`src/rtl/fetch_seq_pkg.sv`:
```
// Shared types and constants for the fetch sequencer: state encoding,
// opcode values, field widths and the decoded-command record.
package fetch_seq_pkg;

   localparam int unsigned ADDR_W   = 16;
   localparam int unsigned INSTR_W  = 16;
   localparam int unsigned OFFSET_W = 16;
   localparam int unsigned IMM_W    = 12;
   localparam int unsigned OPC_W    = 4;

   typedef logic [OPC_W-1:0] opcode_t;

   localparam opcode_t OP_HALT = 4'hC;
   localparam opcode_t OP_BZ   = 4'hD;
   localparam opcode_t OP_JF   = 4'hE;
   localparam opcode_t OP_JB   = 4'hF;

   typedef enum logic [2:0] {
      ST_IDLE  = 3'd0,
      ST_FETCH = 3'd1,
      ST_EXEC  = 3'd2,
      ST_HALT  = 3'd3,
      ST_ERROR = 3'd4
   } state_t;

   typedef struct packed {
      logic                inc;
      logic                add;
      logic                sub;
      logic [OFFSET_W-1:0] offset;
      logic                is_halt;
   } dec_t;

   // Branch magnitude is always unsigned; direction lives in add vs sub.
   function automatic logic [OFFSET_W-1:0] zext_imm(input logic [IMM_W-1:0] imm);
      return {{(OFFSET_W-IMM_W){1'b0}}, imm};
   endfunction

endpackage

```
`src/rtl/fetch_seq_if.sv`:
```
// Bundle between the fetch sequencer, the pc block, instruction memory and
// the datapath. master = sequencer side, slave = environment side.
interface fetch_seq_if;
   import fetch_seq_pkg::*;

   logic [ADDR_W-1:0]   pc;
   logic                zero;
   logic                stall;
   logic                imem_req;
   logic [ADDR_W-1:0]   imem_addr;
   logic                imem_ack;
   logic [INSTR_W-1:0]  imem_data;
   logic                inc;
   logic                add;
   logic                sub;
   logic [OFFSET_W-1:0] offset;
   logic [INSTR_W-1:0]  instr;
   logic                instr_valid;
   logic                halted;
   logic                err;

   modport master (
      input  pc, zero, stall, imem_ack, imem_data,
      output imem_req, imem_addr, inc, add, sub, offset, instr, instr_valid, halted, err
   );

   modport slave (
      output pc, zero, stall, imem_ack, imem_data,
      input  imem_req, imem_addr, inc, add, sub, offset, instr, instr_valid, halted, err
   );

endinterface

```
`src/rtl/fetch_seq_decode.sv`:
```
// Opcode decode: maps opcode, imm12 and the zero flag to one pc command.
// Purely combinational; the parent gates the result with EXEC && !stall.
module fetch_decode
   import fetch_seq_pkg::*;
(
   input  opcode_t          i_opcode,
   input  logic [IMM_W-1:0] i_imm,
   input  logic             i_zero,
   output dec_t             o_dec
);

   always_comb begin
      o_dec = '0;
      case (i_opcode)
         OP_JF: begin
            o_dec.add    = 1'b1;
            o_dec.offset = zext_imm(i_imm);
         end
         OP_JB: begin
            o_dec.sub    = 1'b1;
            o_dec.offset = zext_imm(i_imm);
         end
         OP_BZ: begin
            if (i_zero) begin
               o_dec.add    = 1'b1;
               o_dec.offset = zext_imm(i_imm);
            end else begin
               o_dec.inc = 1'b1;
            end
         end
         OP_HALT: o_dec.is_halt = 1'b1;
         default: o_dec.inc = 1'b1;
      endcase
   end

endmodule

```
`src/rtl/fetch_seq.sv`:
```
// Fetch sequencer: fetches the word at pc over req/ack, then issues one
// single-cycle pc command per instruction and forwards the word to the datapath.
//
//   state | meaning
//   IDLE  | first cycle after reset, fetch starts next edge
//   FETCH | imem_req high at pc, waiting for ack (bounded by TIMEOUT)
//   EXEC  | decode instr, pulse one command unless stalled
//   HALT  | halt opcode executed, idle until reset
//   ERROR | fetch timed out, idle until reset
module fetch_seq
   import fetch_seq_pkg::*;
#(
   parameter int unsigned TIMEOUT = 8
)(
   input  logic        clk,
   input  logic        reset,
   fetch_seq_if.master bus
);

   localparam int unsigned     CNT_W    = 8;
   localparam logic [CNT_W-1:0] CNT_LAST = CNT_W'(TIMEOUT - 1);

   state_t             r_state;
   state_t             w_state_nxt;
   logic [CNT_W-1:0]   r_cnt;
   logic [INSTR_W-1:0] r_instr;
   dec_t               w_dec;

   fetch_decode u_decode (
      .i_opcode (r_instr[15:12]),
      .i_imm    (r_instr[11:0]),
      .i_zero   (bus.zero),
      .o_dec    (w_dec)
   );

   always_ff @(posedge clk or negedge reset) begin
      if (!reset) begin
         r_state <= ST_IDLE;
      end else begin
         r_state <= w_state_nxt;
      end
   end

   always_ff @(posedge clk or negedge reset) begin
      if (!reset) begin
         r_cnt   <= '0;
         r_instr <= '0;
      end else begin
         if (r_state == ST_FETCH && !bus.imem_ack) begin
            r_cnt <= r_cnt + 1'b1;
         end else begin
            r_cnt <= '0;
         end
         if (r_state == ST_FETCH && bus.imem_ack) begin
            r_instr <= bus.imem_data;
         end
      end
   end

   always_comb begin
      w_state_nxt = r_state;
      case (r_state)
         ST_IDLE: w_state_nxt = ST_FETCH;
         ST_FETCH: begin
            if (bus.imem_ack) begin
               w_state_nxt = ST_EXEC;
            end else if (r_cnt == CNT_LAST) begin
               w_state_nxt = ST_ERROR;
            end
         end
         ST_EXEC: begin
            if (!bus.stall) begin
               w_state_nxt = w_dec.is_halt ? ST_HALT : ST_FETCH;
            end
         end
         ST_HALT:  w_state_nxt = ST_HALT;
         ST_ERROR: w_state_nxt = ST_ERROR;
         default:  w_state_nxt = ST_ERROR;
      endcase
   end

   // No command is issued while in FETCH, so pc (and thus imem_addr) is
   // stable from FETCH entry until the ack edge.
   always_comb begin
      bus.imem_req    = 1'b0;
      bus.imem_addr   = '0;
      bus.inc         = 1'b0;
      bus.add         = 1'b0;
      bus.sub         = 1'b0;
      bus.offset      = '0;
      bus.instr_valid = 1'b0;
      bus.halted      = 1'b0;
      bus.err         = 1'b0;
      case (r_state)
         ST_FETCH: begin
            bus.imem_req  = 1'b1;
            bus.imem_addr = bus.pc;
         end
         ST_EXEC: begin
            if (!bus.stall) begin
               bus.inc         = w_dec.inc;
               bus.add         = w_dec.add;
               bus.sub         = w_dec.sub;
               bus.offset      = w_dec.offset;
               bus.instr_valid = 1'b1;
            end
         end
         ST_HALT:  bus.halted = 1'b1;
         ST_ERROR: bus.err    = 1'b1;
         default: ;
      endcase
   end

   assign bus.instr = r_instr;

   a_cmd_onehot: assert property (@(posedge clk) disable iff (!reset)
      $onehot0({bus.inc, bus.add, bus.sub}));

endmodule

```
`src/flat_wrapper.sv`:
```
// flat-port wrapper written by rule: the top's interface ports become plain ports
module fetch_seq_flat import fetch_seq_pkg::*;
#(
   parameter int unsigned TIMEOUT = 8
)
  (clk, reset, bus_pc, bus_zero, bus_stall, bus_imem_ack, bus_imem_data, bus_imem_req, bus_imem_addr, bus_inc, bus_add, bus_sub, bus_offset, bus_instr, bus_instr_valid, bus_halted, bus_err);
  fetch_seq_if bus_i ();
  input  logic clk;
  input  logic reset;
  input wire logic [$bits(bus_i.pc)-1:0] bus_pc;
  input wire logic [$bits(bus_i.zero)-1:0] bus_zero;
  input wire logic [$bits(bus_i.stall)-1:0] bus_stall;
  input wire logic [$bits(bus_i.imem_ack)-1:0] bus_imem_ack;
  input wire logic [$bits(bus_i.imem_data)-1:0] bus_imem_data;
  output wire logic [$bits(bus_i.imem_req)-1:0] bus_imem_req;
  output wire logic [$bits(bus_i.imem_addr)-1:0] bus_imem_addr;
  output wire logic [$bits(bus_i.inc)-1:0] bus_inc;
  output wire logic [$bits(bus_i.add)-1:0] bus_add;
  output wire logic [$bits(bus_i.sub)-1:0] bus_sub;
  output wire logic [$bits(bus_i.offset)-1:0] bus_offset;
  output wire logic [$bits(bus_i.instr)-1:0] bus_instr;
  output wire logic [$bits(bus_i.instr_valid)-1:0] bus_instr_valid;
  output wire logic [$bits(bus_i.halted)-1:0] bus_halted;
  output wire logic [$bits(bus_i.err)-1:0] bus_err;
  assign bus_i.pc = bus_pc;
  assign bus_i.zero = bus_zero;
  assign bus_i.stall = bus_stall;
  assign bus_i.imem_ack = bus_imem_ack;
  assign bus_i.imem_data = bus_imem_data;
  assign bus_imem_req = bus_i.imem_req;
  assign bus_imem_addr = bus_i.imem_addr;
  assign bus_inc = bus_i.inc;
  assign bus_add = bus_i.add;
  assign bus_sub = bus_i.sub;
  assign bus_offset = bus_i.offset;
  assign bus_instr = bus_i.instr;
  assign bus_instr_valid = bus_i.instr_valid;
  assign bus_halted = bus_i.halted;
  assign bus_err = bus_i.err;
  fetch_seq #(.TIMEOUT(TIMEOUT)) u_core (.clk(clk), .reset(reset), .bus(bus_i));
endmodule
```
`config.mk`:
```
export PLATFORM = sky130hd
export DESIGN_NAME = fetch_seq_flat
export DESIGN_NICKNAME = d
export VERILOG_FILES = /design/src/rtl/fetch_seq_pkg.sv /design/src/rtl/fetch_seq_if.sv /design/src/rtl/fetch_seq_decode.sv /design/src/rtl/fetch_seq.sv /design/src/flat_wrapper.sv
export SDC_FILE = /design/constraint.sdc
export NUM_CORES = 1
export LEC_CHECK = 0
export BUFFER_PORTS_ARGS = -buffer_cell sky130_fd_sc_hd__buf_4
export CAP_MARGIN = 0
export CORE_ASPECT_RATIO = 1.25
export CORE_UTILIZATION = 40
export DETAILED_ROUTE_END_ITERATION = 10
export GPL_ROUTABILITY_DRIVEN = 0
export HOLD_SLACK_MARGIN = 0.05
export PLACE_DENSITY = 0.76
export SLEW_MARGIN = 20
export SYNTH_ARGS = -nofsm -noshare
export SYNTH_HDL_FRONTEND = slang
export SYNTH_SLANG_ARGS = --single-unit
```
`constraint.sdc`:
```
create_clock -name clk -period 2.1 [get_ports clk]
set_input_delay 0.21 -clock clk [delete_from_list [all_inputs] [get_ports clk]]
set_output_delay 0.21 -clock clk [all_outputs]
set_load 0.02 [all_outputs]
```
# Word-level counts from Yosys, hierarchy flattened
# Cells that the tools add are included.
# totals
reg_bits,27
inputBits,37
out_inout_bits,55
word_cells,50
# op_classes
addsub,1
n_eq_ne,11
muxes,28
reduce_logical,7
# op_table
operator,n
2-to-1 mux 16 bit,2
2-to-1 mux 12 bit,2
case mux 12 bit (2 select lines),1
"== test 4 bit, second input constant",4
2-to-1 mux 1 bit,15
case mux 3 bit (4 select lines),1
2-to-1 mux 3 bit,3
"adder 8 x 1 -> 8 bit, second input constant",1
"== test 8 x 3 -> 1 bit, second input constant",1
2-to-1 mux 8 bit,1
"== test 3 x 2 -> 1 bit, second input constant",2
case mux 1 bit (2 select lines),2
"== test 3 x 1 -> 1 bit, second input constant",1
"== test 3 bit, second input constant",1
logical NOT 3 bit,1
"!= test 3 bit, second input constant",1
OR reduction 3 bit,1
logical AND 1 bit,2
2-to-1 mux 2 bit,1
"!= test 2 bit, second input constant",1
AND reduction 2 bit,1
OR reduction 2 bit,1
logical NOT 1 bit,1

# Logic depth before layout (Yosys ltp)
# Gate-level depths: netlist of run 1.
# logic_depth
depth_word,5
depth_mapped,5
mapped_depth_nobuf,4

# Hierarchy
# Synthesis of run 1 repeated with hierarchy kept, for this count alone.
# unflattened
hier_cells,155
area_unflattened_um2,1669.1
# by_module_without_submodules
mod,instances,cells_each,area_each_um2,seq_area_each_um2
fetch_seq,1,126,1420.1,675.6
fetch_decode,1,29,249.0,0.0

# Least setup slack after synthesis of run 1
# No wires, ideal clock.
# synth_timing
path_kind,flip-flop to output port
from,register u_core.r_state[0]
to,output port bus_offset[10]
t_arrival_ps,1572
t_required_ps,1890
path_slack_ps,318
path_stages_with_launch,5
n_path_buf,1
path_cell_list,dfrtp_1 > or4b_4 > nor3_4 > buf_6 > and2_1
# synth_via
elab_chain_len,2
# synth_rtl
element,line_no,rtl
start: declaration,fetch_seq.sv:23,state_t r_state;
start signal: assignment,fetch_seq.sv:40,r_state <= w_state_nxt;
== test 3 x 2 -> 1 bit,fetch_seq.sv:94,case (r_state)
2-to-1 mux 16 bit,fetch_seq.sv:94,
end: declaration,flat_wrapper.sv:20,output wire logic [$bits(bus_i.offset)-1:0] bus_offset;
# Every way passes these cells.

# Final worst setup path of run 1
# layout_timing
from,register u_core.r_state[0]
to,output port bus_offset[3]
# Same word-level chain as after synthesis.

==> metrics.cfg, run 1 <==
[finish]
drive_gt1_share_pct = 46.7
multi_input_area_um2 = 697
diodes = 0
final_net_count = 266
register_area_um2 = 677
synthToLayoutAreaGrowth_pct = 52.8
fill_cells = 266

[drt]
avgRoutedWirePerCell_um = 12.7
first_iter_violations = 28
drt_pass1_iterations = 4
routed_via_density = 4.78
wirelength_um = 3340
drc = 0
num_vias = 1261
drtAntennaViolNets = 0

[worst_setup_path]
crit_type = flip-flop to output port
crit_family = simple AND/OR/NAND/NOR gates
cp_max_fo = 12
worstReg2RegStart = u_core.r_state[2]
slowest_stage = or4b_4
critPathArrivalTime_ps = 1810
worstPathCellList = or4b_4 > nor3_4 > buf_12 > and2_1 > buf_4
worstSetupEndpointType = output port
crit_buf_inv = 2
crit_path_max_incr_delay_ps = 580
start_kind = flip-flop
worstSetupStartpoint = u_core.r_state[0]
cp.required_ps = 1890

[logic_synthesis]
synth_enable_flop_cells = 0
syn_area_per_cell_um2 = 10.5
synth.cell_area_mm2 = 0.00143
synth_compound_area_share_pct = 4.64
synth_seq_area_share_pct = 47.2
synthXorXnorAreaFrac_pct = 1.84
synth-seq-cells = 27
synthAdderAreaFrac_pct = 0.875
yosys_warnings = 0
synth_top_family_by_area = simple AND/OR/NAND/NOR gates
async_flop_share_pct = 100
synth_cell_types = 31
synth_flop_cell = dfrtp_1
synthMuxAreaShare_pct = 13.4
syn_inst = 136
synthSimpleGateAreaFrac_pct = 26.9

[timing]
clock.fmax_mhz = 495
drv_slew = 0
rsz0062_at_grt = no
period_share_pct = 96.2
worst_slack_ps = 80.6
setup_tns_ps = 0
worst_hold_slack_ps = 154
setup_violations = 0
final_hold_viol_count = 0
skew_ps = 8.05
period_minus_slack_ps = 2020

[power]
vdd_drop_max_mv = 0.780
p_leak_nw = 1.10
power_density_mw_per_mm2 = 1130

[global_route]
grt_pass1_vias = 1190
antenna_found_initial = 0
grt_usage_pct = 17.5
grt_overflow = 0
grt_start_max_net_pins = 28
grt_pass1_wl_um = 5310

[outcome]
status = completed

[floorplan]
die_y_um = 68.9
start_util_pct = 43.2
ios = 92
rows = 23
core_area_mm2 = 0.00331
dieWidth_um = 55.5
die_area_mm2 = 0.00382

[clocking]
clockBufferDepth = 2
clock-sinks = 27
cts_tree = yes
clock_latency_ps = 270
cts_root_buf = clkbuf_8
cts_buffers = 3
htree_levels = 1
clkTransAtPathRegs_ps = 90

[min_path]
hold_class = input port to flip-flop
hold_path.startpoint = bus_imem_data[10]

[placement]
dp_hpwl_um = 2720
pre_cts_ws_ps = 149
io_buffers = 87

[job]
drv_cap = 0

==> final timing paths <==
| path | endpoint | slack [ps] | cells past startpoint |
|---|---|---|---|
| max in group asynchronous | u_core.r_state[1] | 1440 | 2 |
| setup / recovery | bus_offset[3] | 80 | 5 |
| hold reg to reg | u_core.r_cnt[0] | 480 | 1 |
| setup reg to reg | u_core.bus.instr[14] | 430 | 5 |
| min in group asynchronous | u_core.bus.instr[10] | 380 | 2 |
| hold / removal | u_core.bus.instr[10] | 150 | 2 |
==> cells by family (layout without fill, tap and decap cells) <==
| group | count (synthesis) | after routing |
|---|---|---|
| AO/OA/AOI/OAI | 11 | 11 |
| buffers and inverters | 11 | 99 |
| adder cells (fa/ha/maj) | 1 | 1 |
| XOR/XNOR | 3 | 3 |
| other | 1 | 4 |
| AND/OR/NAND/NOR | 65 | 65 |
| flip-flops | 27 | 27 |
| multiplexers | 17 | 17 |
==> metrics by stage <==
step | instances | area, µm² | total power, W | util (%)
after floorplan | 139 | 1440 | 0.00161 | -
after global placement | 257 | 2100 | 0.00215 | 63.5
after detailed placement | 257 | 2100 | 0.00220 | 63.5
after CTS | 264 | 2180 | 0.00250 | 66.0
after global routing | 264 | 2190 | 0.00263 | 66.0
final | 264 | 2190 | 0.00248 | 66.0
==> where the power goes <==
part           switching, W  total (W)  internal [W]
combinational      0.000695    0.00133      0.000638
sequential         0.000156   0.000859      0.000703
clock              0.000151   0.000286      0.000136
total               0.00100    0.00248       0.00148
==> Yosys cell counts, types with 2 or more instances <==
cell / instances / area (µm²)
mux2_1: 10 / 113
or3_1: 3 / 18.8
xor2_1: 2 / 17.5
clkbuf_1: 2 / 7.51
buf_4: 5 / 37.5
and2_1: 30 / 188
dfrtp_1: 27 / 676
o21ai_0: 3 / 15.0
nand3_1: 3 / 15.0
nor2_1: 8 / 30.0
a21oi_1: 5 / 25.0
mux2_2: 7 / 78.8
inv_1: 2 / 7.51
nor3_1: 4 / 20.0
nor3b_1: 3 / 22.5
nand2_1: 7 / 26.3
==> registers in the layout, summed over array words and instances, names as in the netlist <==
signal,cells
u_core.bus.instr,16
u_core.r_state,3
u_core.r_cnt,8
==> layer usage <==
metal,vias to the layer above,wire [µm],GRT usage [%]
met5,-,0,0
met4,0,0,1.88
met3,0,258,4.85
met2,55,1850,34.8
met1,574,1230,19.3
li1,632,-,-
==> placed cells by master, fill, tap and decap left out, types with 2 or more instances in the layout <==
cell,instances
buf_4,91
and2_1,30
dfrtp_1,26
mux2_1,10
nor2_1,8
nand2_1,7
mux2_2,7
a21oi_1,5
nor3_1,4
conb_1,4
nor3b_1,3
nand3_1,3
o21ai_0,3
or3_1,3
clkbuf_8,3
inv_1,2
xor2_1,2
==> repair_timing <==
item                                   4_1_cts  5_1_grt
endpoints found under the hold margin       27        0
hold buffers                                 1        0
setup endpoints to repair                   12        7
pin swaps                                    1        0
resized for setup                            0        1
buffers inserted                             2        0
==> area by class of cell <==
cell class                 count  share of cell area (%)
multi-input combinational    101                    31.9
clock buffer                   4                    2.06
tap                           37                    2.12
sequential                    27                    31.0
timing repair buffer          93                    32.6
inverter                       2                   0.343
(Power assumes the default switching activity.)
==> inputs of run 2 (changes only) <==
--- a/config.mk
+++ b/config.mk
@@ -5,6 +5,7 @@
 export SDC_FILE = /design/constraint.sdc
 export NUM_CORES = 1
 export LEC_CHECK = 0
+export ABC_AREA = 1
 export BUFFER_PORTS_ARGS = -buffer_cell sky130_fd_sc_hd__buf_4
 export CAP_MARGIN = 0
 export CORE_ASPECT_RATIO = 1.25
@@ -12,7 +13,7 @@
 export DETAILED_ROUTE_END_ITERATION = 10
 export GPL_ROUTABILITY_DRIVEN = 0
 export HOLD_SLACK_MARGIN = 0.05
-export PLACE_DENSITY = 0.76
+export PLACE_DENSITY = 0.75
 export SLEW_MARGIN = 20
 export SYNTH_ARGS = -nofsm -noshare
 export SYNTH_HDL_FRONTEND = slang
==> metrics.cfg, run 2 <==
[clocking]
clock-sinks = 27  ; unchanged
clockBufferDepth = 2  ; unchanged
cts_resized = 0  ; unchanged
clock_latency_ps = 270  ; about the same
cts_buffers = 3  ; unchanged
holdBufCountCts = 1  ; unchanged
cts_tree = yes  ; unchanged
clkTransAtPathRegs_ps = 90  ; about the same
cts_setup_buffers = 0  ; was 2
htree_levels = 1  ; unchanged
cts_root_buf = clkbuf_8  ; unchanged

[timing]
worst_slack_ps = 207  ; was 80.6 ps
setup_violations = 0  ; unchanged
setup_tns_ps = 0  ; unchanged
final_hold_viol_count = 0  ; unchanged
drv_slew = 0  ; unchanged
period_share_pct = 90.2  ; was 96.2%
period_minus_slack_ps = 1890  ; was 2020 ps
skew_ps = 3.81  ; was 8.05 ps
clock.fmax_mhz = 528  ; was 495 MHz
rsz0062_at_grt = no  ; unchanged

[logic_synthesis]
synth_flop_cell = dfrtp_1  ; unchanged
yosys.area.top_type_share_pct = 43.9  ; was 47.2%
syn_area_per_cell_um2 = 7.20  ; was 10.5 µm²
syn_inst = 214  ; was 136
synth.cell_area_mm2 = 0.00154  ; was 0.00143 mm²
synth-seq-cells = 27  ; unchanged
synth_enable_flop_cells = 0  ; unchanged
async_flop_share_pct = 100  ; unchanged
synth_cell_types = 26  ; was 31
synth_area_leaders = dfrtp_1, nor2_1, inv_1, nand2_1, a21oi_1  ; was dfrtp_1, and2_1, mux2_1, mux2_2, buf_4
yosysTopAreaCell = dfrtp_1  ; unchanged
yosys_warnings = 0  ; unchanged
synthTopCellsByCount = nor2_1, inv_1, nand2_1, dfrtp_1, a21oi_1  ; was and2_1, dfrtp_1, mux2_1, nor2_1
synth_seq_area_share_pct = 43.9  ; was 47.2%
synth_most_common_cell = nor2_1  ; was and2_1

[placement]
io_buffers = 87  ; unchanged
pre_cts_ws_ps = 507  ; was 149 ps
dp_hpwl_um = 2860  ; was 2720 µm

[finish]
diodes = 0  ; unchanged
largest_reg_flops = 16  ; unchanged
final_cell_mix = buf_4, nor2_1, inv_1  ; was buf_4, and2_1, dfrtp_1
final_common_cell = buf_4  ; unchanged
drive_gt1_share_pct = 32.7  ; was 46.7%
synthToLayoutAreaGrowth_pct = 45.2  ; was 52.8%
final_net_count = 339  ; was 266
utilization_pct = 62.6  ; was 66.0%

[floorplan]
die_y_um = 71.4  ; was 68.9 µm
start_util_pct = 43.1  ; was 43.2%
ios = 92  ; unchanged
rows = 24  ; was 23
core_area_mm2 = 0.00357  ; was 0.00331 mm²
dieWidth_um = 57.5  ; was 55.5 µm
die_area_mm2 = 0.00410  ; was 0.00382 mm²

[worst_setup_path]
cp_max_fo = 11  ; was 12
critPathArrivalTime_ps = 1680  ; was 1810 ps
reg2regPathDepth = 5  ; unchanged
worstSetupEndpointType = output port  ; unchanged
worstReg2RegStart = u_core.r_state[1]  ; was u_core.r_state[2]
start_kind = flip-flop  ; unchanged
cp.required_ps = 1890  ; about the same
r2r_end = u_core.bus.instr[13]  ; was u_core.bus.instr[14]
crit_type = flip-flop to output port  ; unchanged
reg2reg_slack_ps = 710  ; was 430 ps

[global_route]
grt_pass1_wl_um = 5930  ; was 5310 µm
grt_start_max_net_pins = 29  ; was 28
antenna_found_initial = 0  ; unchanged
grt_overflow = 0  ; unchanged
grt_usage_pct = 17.9  ; was 17.5%
grt_pass1_vias = 1419  ; was 1190

[drt]
routed_via_density = 4.47  ; was 4.78
drt_pass1_iterations = 7  ; was 4
avgRoutedWirePerCell_um = 10.7  ; was 12.7 µm
wirelength_um = 3630  ; was 3340 µm
first_iter_violations = 68  ; was 28
drtAntennaViolNets = 0  ; unchanged
drc = 5  ; was 0
num_vias = 1517  ; was 1261

[power]
vdd_drop_max_mv = 0.279  ; was 0.780 mV
power_density_mw_per_mm2 = 398  ; was 1130 mW/mm²
p_leak_nw = 1.37  ; was 1.10 nW

[job]
drv_cap = 0  ; unchanged

[min_path]
hold_path.startpoint = bus_imem_data[15]  ; was bus_imem_data[10]
hold_end = u_core.bus.instr[15]  ; was u_core.bus.instr[10]
hold_class = input port to flip-flop  ; unchanged
hold_depth = 3  ; was 2

[outcome]
violations = design-rule violations
status = finished, violations left  ; was completed

run 2: cell types whose count changed in the layout (fill, tap and decap cells not counted), sizes merged, moves of 7 or more:
cell,previous run,this run
nor2,8,57
inv,2,44
nand2,7,31
and2,31,0
nand3,3,10
mux2,17,0
a21oi,5,16
run 2: metal layers:
metal	global-route usage, %	vias to the layer above	part of all wire (%)
met5	0	-	0
met4	5.69	0	0.74
met3	1.81	2	3.7
met2	32.6	30	53
met1	22.0	674	43
li1	-	811	-
run 2: cells by family after synthesis:
kind of cell | after synthesis | share of synthesized area [%]
AND/OR/NAND/NOR | 106 | 29.7
adder cells (fa/ha/maj) | 1 | 0.812
flip-flops | 27 | 43.9
other | 1 | 0.243
AO/OA/AOI/OAI | 25 | 9.18
buffers and inverters | 53 | 15.6
XOR/XNOR | 1 | 0.569
run 2: stage by stage:
stage | hold WS (ps) | cells | total power (W) | area, µm²
after floorplan | -85.6 | 217 | 0.000552 | 1550
after global placement | 143 | 334 | 0.000607 | 2180
after detailed placement | 144 | 334 | 0.000608 | 2180
after CTS | 170 | 339 | 0.000898 | 2240
after global routing | 191 | 339 | 0.000919 | 2240
final | 173 | 339 | 0.000891 | 2240
run 2: cell type report:
class | instances | area, µm²
sequential | 27 | 676
tap | 39 | 48.8
inverter | 44 | 168
multi-input combinational | 137 | 636
timing repair buffer | 88 | 663
clock buffer | 4 | 45.0
fill | 335 | 1340
run 2: where the power goes:
group,internal (W),leakage (nW),switching (W)
combinational,0.0000456,1.04,0.0000331
clock,0.000136,0.0228,0.000157
sequential,0.000519,0.309,0
total,0.000701,1.37,0.000190
run 2: worst max-delay path by stage:
| stage | from | endpoint | slack (ps) | cells past startpoint |
|---|---|---|---|---|
| final | u_core.bus.instr[13] | bus_offset[8] | 210 | 6 |
| after detailed placement | u_core.bus.instr[13] | bus_offset[8] | 510 | 6 |
| after CTS | u_core.bus.instr[13] | bus_offset[8] | 200 | 6 |
| after floorplan | u_core.bus.instr[13] | bus_offset[10] | 450 | 6 |
| after global routing | u_core.bus.instr[13] | bus_offset[6] | 40 | 6 |
| after global placement | u_core.r_state[2] | bus_offset[5] | 590 | 7 |
run 2: worst max-delay path, cell delays in order (launching register included):
cell and delay, ps:
dfrtp_1 390, inv_1 140, nand4_1 150, nor2_1 290, o21bai_4 160, nor2_1 130, buf_4 150
==> inputs of run 3 (changes only) <==
--- a/config.mk
+++ b/config.mk
@@ -8,7 +8,7 @@
 export ABC_AREA = 1
 export BUFFER_PORTS_ARGS = -buffer_cell sky130_fd_sc_hd__buf_4
 export CAP_MARGIN = 0
-export CORE_ASPECT_RATIO = 1.25
+export CORE_ASPECT_RATIO = 0.75
 export CORE_UTILIZATION = 40
 export DETAILED_ROUTE_END_ITERATION = 10
 export GPL_ROUTABILITY_DRIVEN = 0
==> metrics.cfg, run 3 (synthesis results as in run 2) <==
[worst_setup_path]
crit_path_max_incr_delay_ps = 380  ; was 390 ps
worstReg2RegStart = u_core.r_state[1]  ; unchanged
worstSetupStartpoint = u_core.bus.instr[13]  ; unchanged
cp.required_ps = 1890  ; about the same
worstSetupEndpointType = output port  ; unchanged
slowest_stage = dfrtp_1  ; unchanged
crit_top_cell = nor2_1  ; unchanged
worstPathCellList = inv_1 > nand4_1 > nor2_1 > o21bai_4 > nor2_1 > buf_4  ; unchanged
critPathArrivalTime_ps = 1710  ; was 1680 ps
critPathCapture = bus_offset[3]  ; was bus_offset[8]
r2r_end = u_core.bus.instr[3]  ; was u_core.bus.instr[13]
path_depth = 6  ; unchanged
cp_max_fo = 11  ; unchanged
crit_type = flip-flop to output port  ; unchanged
crit_buf_inv = 2  ; unchanged
reg2regPathDepth = 5  ; unchanged
crit_family = simple AND/OR/NAND/NOR gates  ; unchanged
start_kind = flip-flop  ; unchanged
reg2reg_slack_ps = 710  ; about the same

[global_route]
antenna_found_initial = 0  ; unchanged
grt_pass1_wl_um = 5820  ; was 5930 µm
grt_usage_pct = 18.3  ; was 17.9%
grt_start_max_net_pins = 29  ; unchanged
grt_pass1_vias = 1300  ; was 1419
grt_overflow = 0  ; unchanged

[job]
drv_cap = 0  ; unchanged

[placement]
pre_cts_ws_ps = 515  ; was 507 ps
io_buffers = 87  ; unchanged
dp_hpwl_um = 2790  ; was 2860 µm
dpl_cell_area_mm2 = 0.00220  ; was 0.00218 mm²

[clocking]
holdBufCountCts = 1  ; unchanged
cts_root_buf = clkbuf_8  ; unchanged
clock_latency_ps = 270  ; about the same
cts_setup_buffers = 0  ; unchanged
clockBufferDepth = 2  ; unchanged
cts_resized = 0  ; unchanged
cts_buffers = 3  ; unchanged
htree_levels = 1  ; unchanged
clkTransAtPathRegs_ps = 90  ; about the same
clock-sinks = 27  ; unchanged
cts_tree = yes  ; unchanged

[floorplan]
start_util_pct = 42.1  ; was 43.1%
die_y_um = 55.7  ; was 71.4 µm
dieWidth_um = 73.7  ; was 57.5 µm
core_area_mm2 = 0.00366  ; was 0.00357 mm²
die_area_mm2 = 0.00411  ; was 0.00410 mm²
rows = 19  ; was 24
ios = 92  ; unchanged

[finish]
final_common_cell = buf_4  ; unchanged
synthToLayoutAreaGrowth_pct = 46.5  ; was 45.2%
diodes = 0  ; unchanged
final_net_count = 339  ; unchanged
register_area_um2 = 676  ; unchanged
largest_reg_flops = 16  ; unchanged
final_cell_mix = buf_4, nor2_1, inv_1  ; unchanged
drive_gt1_share_pct = 33.0  ; was 32.7%
fill_cells = 330  ; was 335
final_area_mm2 = 0.00226  ; was 0.00224 mm²
multi_input_area_um2 = 636  ; unchanged

[timing]
final_hold_viol_count = 0  ; unchanged
setup_tns_ps = 0  ; unchanged
period_minus_slack_ps = 1920  ; was 1890 ps
rsz0062_at_grt = no  ; unchanged
setup_violations = 0  ; unchanged
skew_ps = 1.58  ; was 3.81 ps
worst_slack_ps = 184  ; was 207 ps
period_share_pct = 91.3  ; was 90.2%
clock.fmax_mhz = 522  ; was 528 MHz
worst_hold_slack_ps = 164  ; was 173 ps
drv_slew = 0  ; unchanged

[outcome]
status = completed  ; was finished, violations left

[drt]
first_iter_violations = 57  ; was 68
wirelength_um = 3620  ; was 3630 µm
avgRoutedWirePerCell_um = 10.3  ; was 10.7 µm
drc = 0  ; was 5
drtAntennaViolNets = 0  ; unchanged
drt_pass1_iterations = 6  ; was 7
routed_via_density = 4.31  ; was 4.47
num_vias = 1517  ; unchanged

[min_path]
hold_class = input port to flip-flop  ; unchanged

[power]
p_leak_nw = 1.37  ; about the same
power_density_mw_per_mm2 = 397  ; was 398 mW/mm²
vdd_drop_max_mv = 0.432  ; was 0.279 mV

==> run 3: area by class of cell <==
class	count	share of cell area, %
Clock inverter	1	0.333
Clock buffer	3	1.83
Sequential cell	27	30.0
Tap cell	52	2.88
Multi-Input combinational cell	137	28.2
Timing Repair Buffer	88	29.4
Inverter	44	7.43
==> run 3: stage by stage <==
step                util [%]  std cells  total power [W]
floorplan                  -        217         0.000552
global placement        60.0        347         0.000606
detailed placement      60.0        347         0.000607
CTS                     61.6        352         0.000907
global route            61.6        352         0.000936
finish                  61.6        352         0.000896
==> run 3: where the power goes <==
group           total, W  switching (W)  internal, W  leakage (nW)
clock network   0.000298       0.000163     0.000135        0.0217
registers       0.000519              0     0.000519         0.309
logic          0.0000784      0.0000327    0.0000456          1.04
total           0.000896       0.000196     0.000700          1.37
==> run 3: worst reg2reg max path, cell delays in order (launching register included) <==
cell and delay, ps:
dfrtp_1 430, nand3b_4 310, inv_4 160, nand2_4 170
nor2_1 150, a21oi_1 50
==> run 3: worst min path at each step <==
stage	end	slack, ps	depth (start not counted)	startpoint
final	u_core.bus.instr[0]	160	3	bus_imem_data[0]
after global routing	u_core.bus.instr[11]	150	3	bus_imem_data[11]
after CTS	u_core.bus.instr[0]	160	3	bus_imem_data[0]
after detailed placement	u_core.bus.instr[1]	130	1	reset
after global placement	u_core.bus.instr[6]	130	1	reset
after floorplan	u_core.bus.instr[0]	-90	0	reset
==> run 3: layer usage <==
layer | GRT usage [%] | share of wire [%] | vias to the layer above
li1 | - | - | 811
met1 | 25.4 | 51 | 665
met2 | 28.6 | 44 | 36
met3 | 5.43 | 5.2 | 5
met4 | 3.30 | 0.64 | 0
met5 | 0 | 0 | -
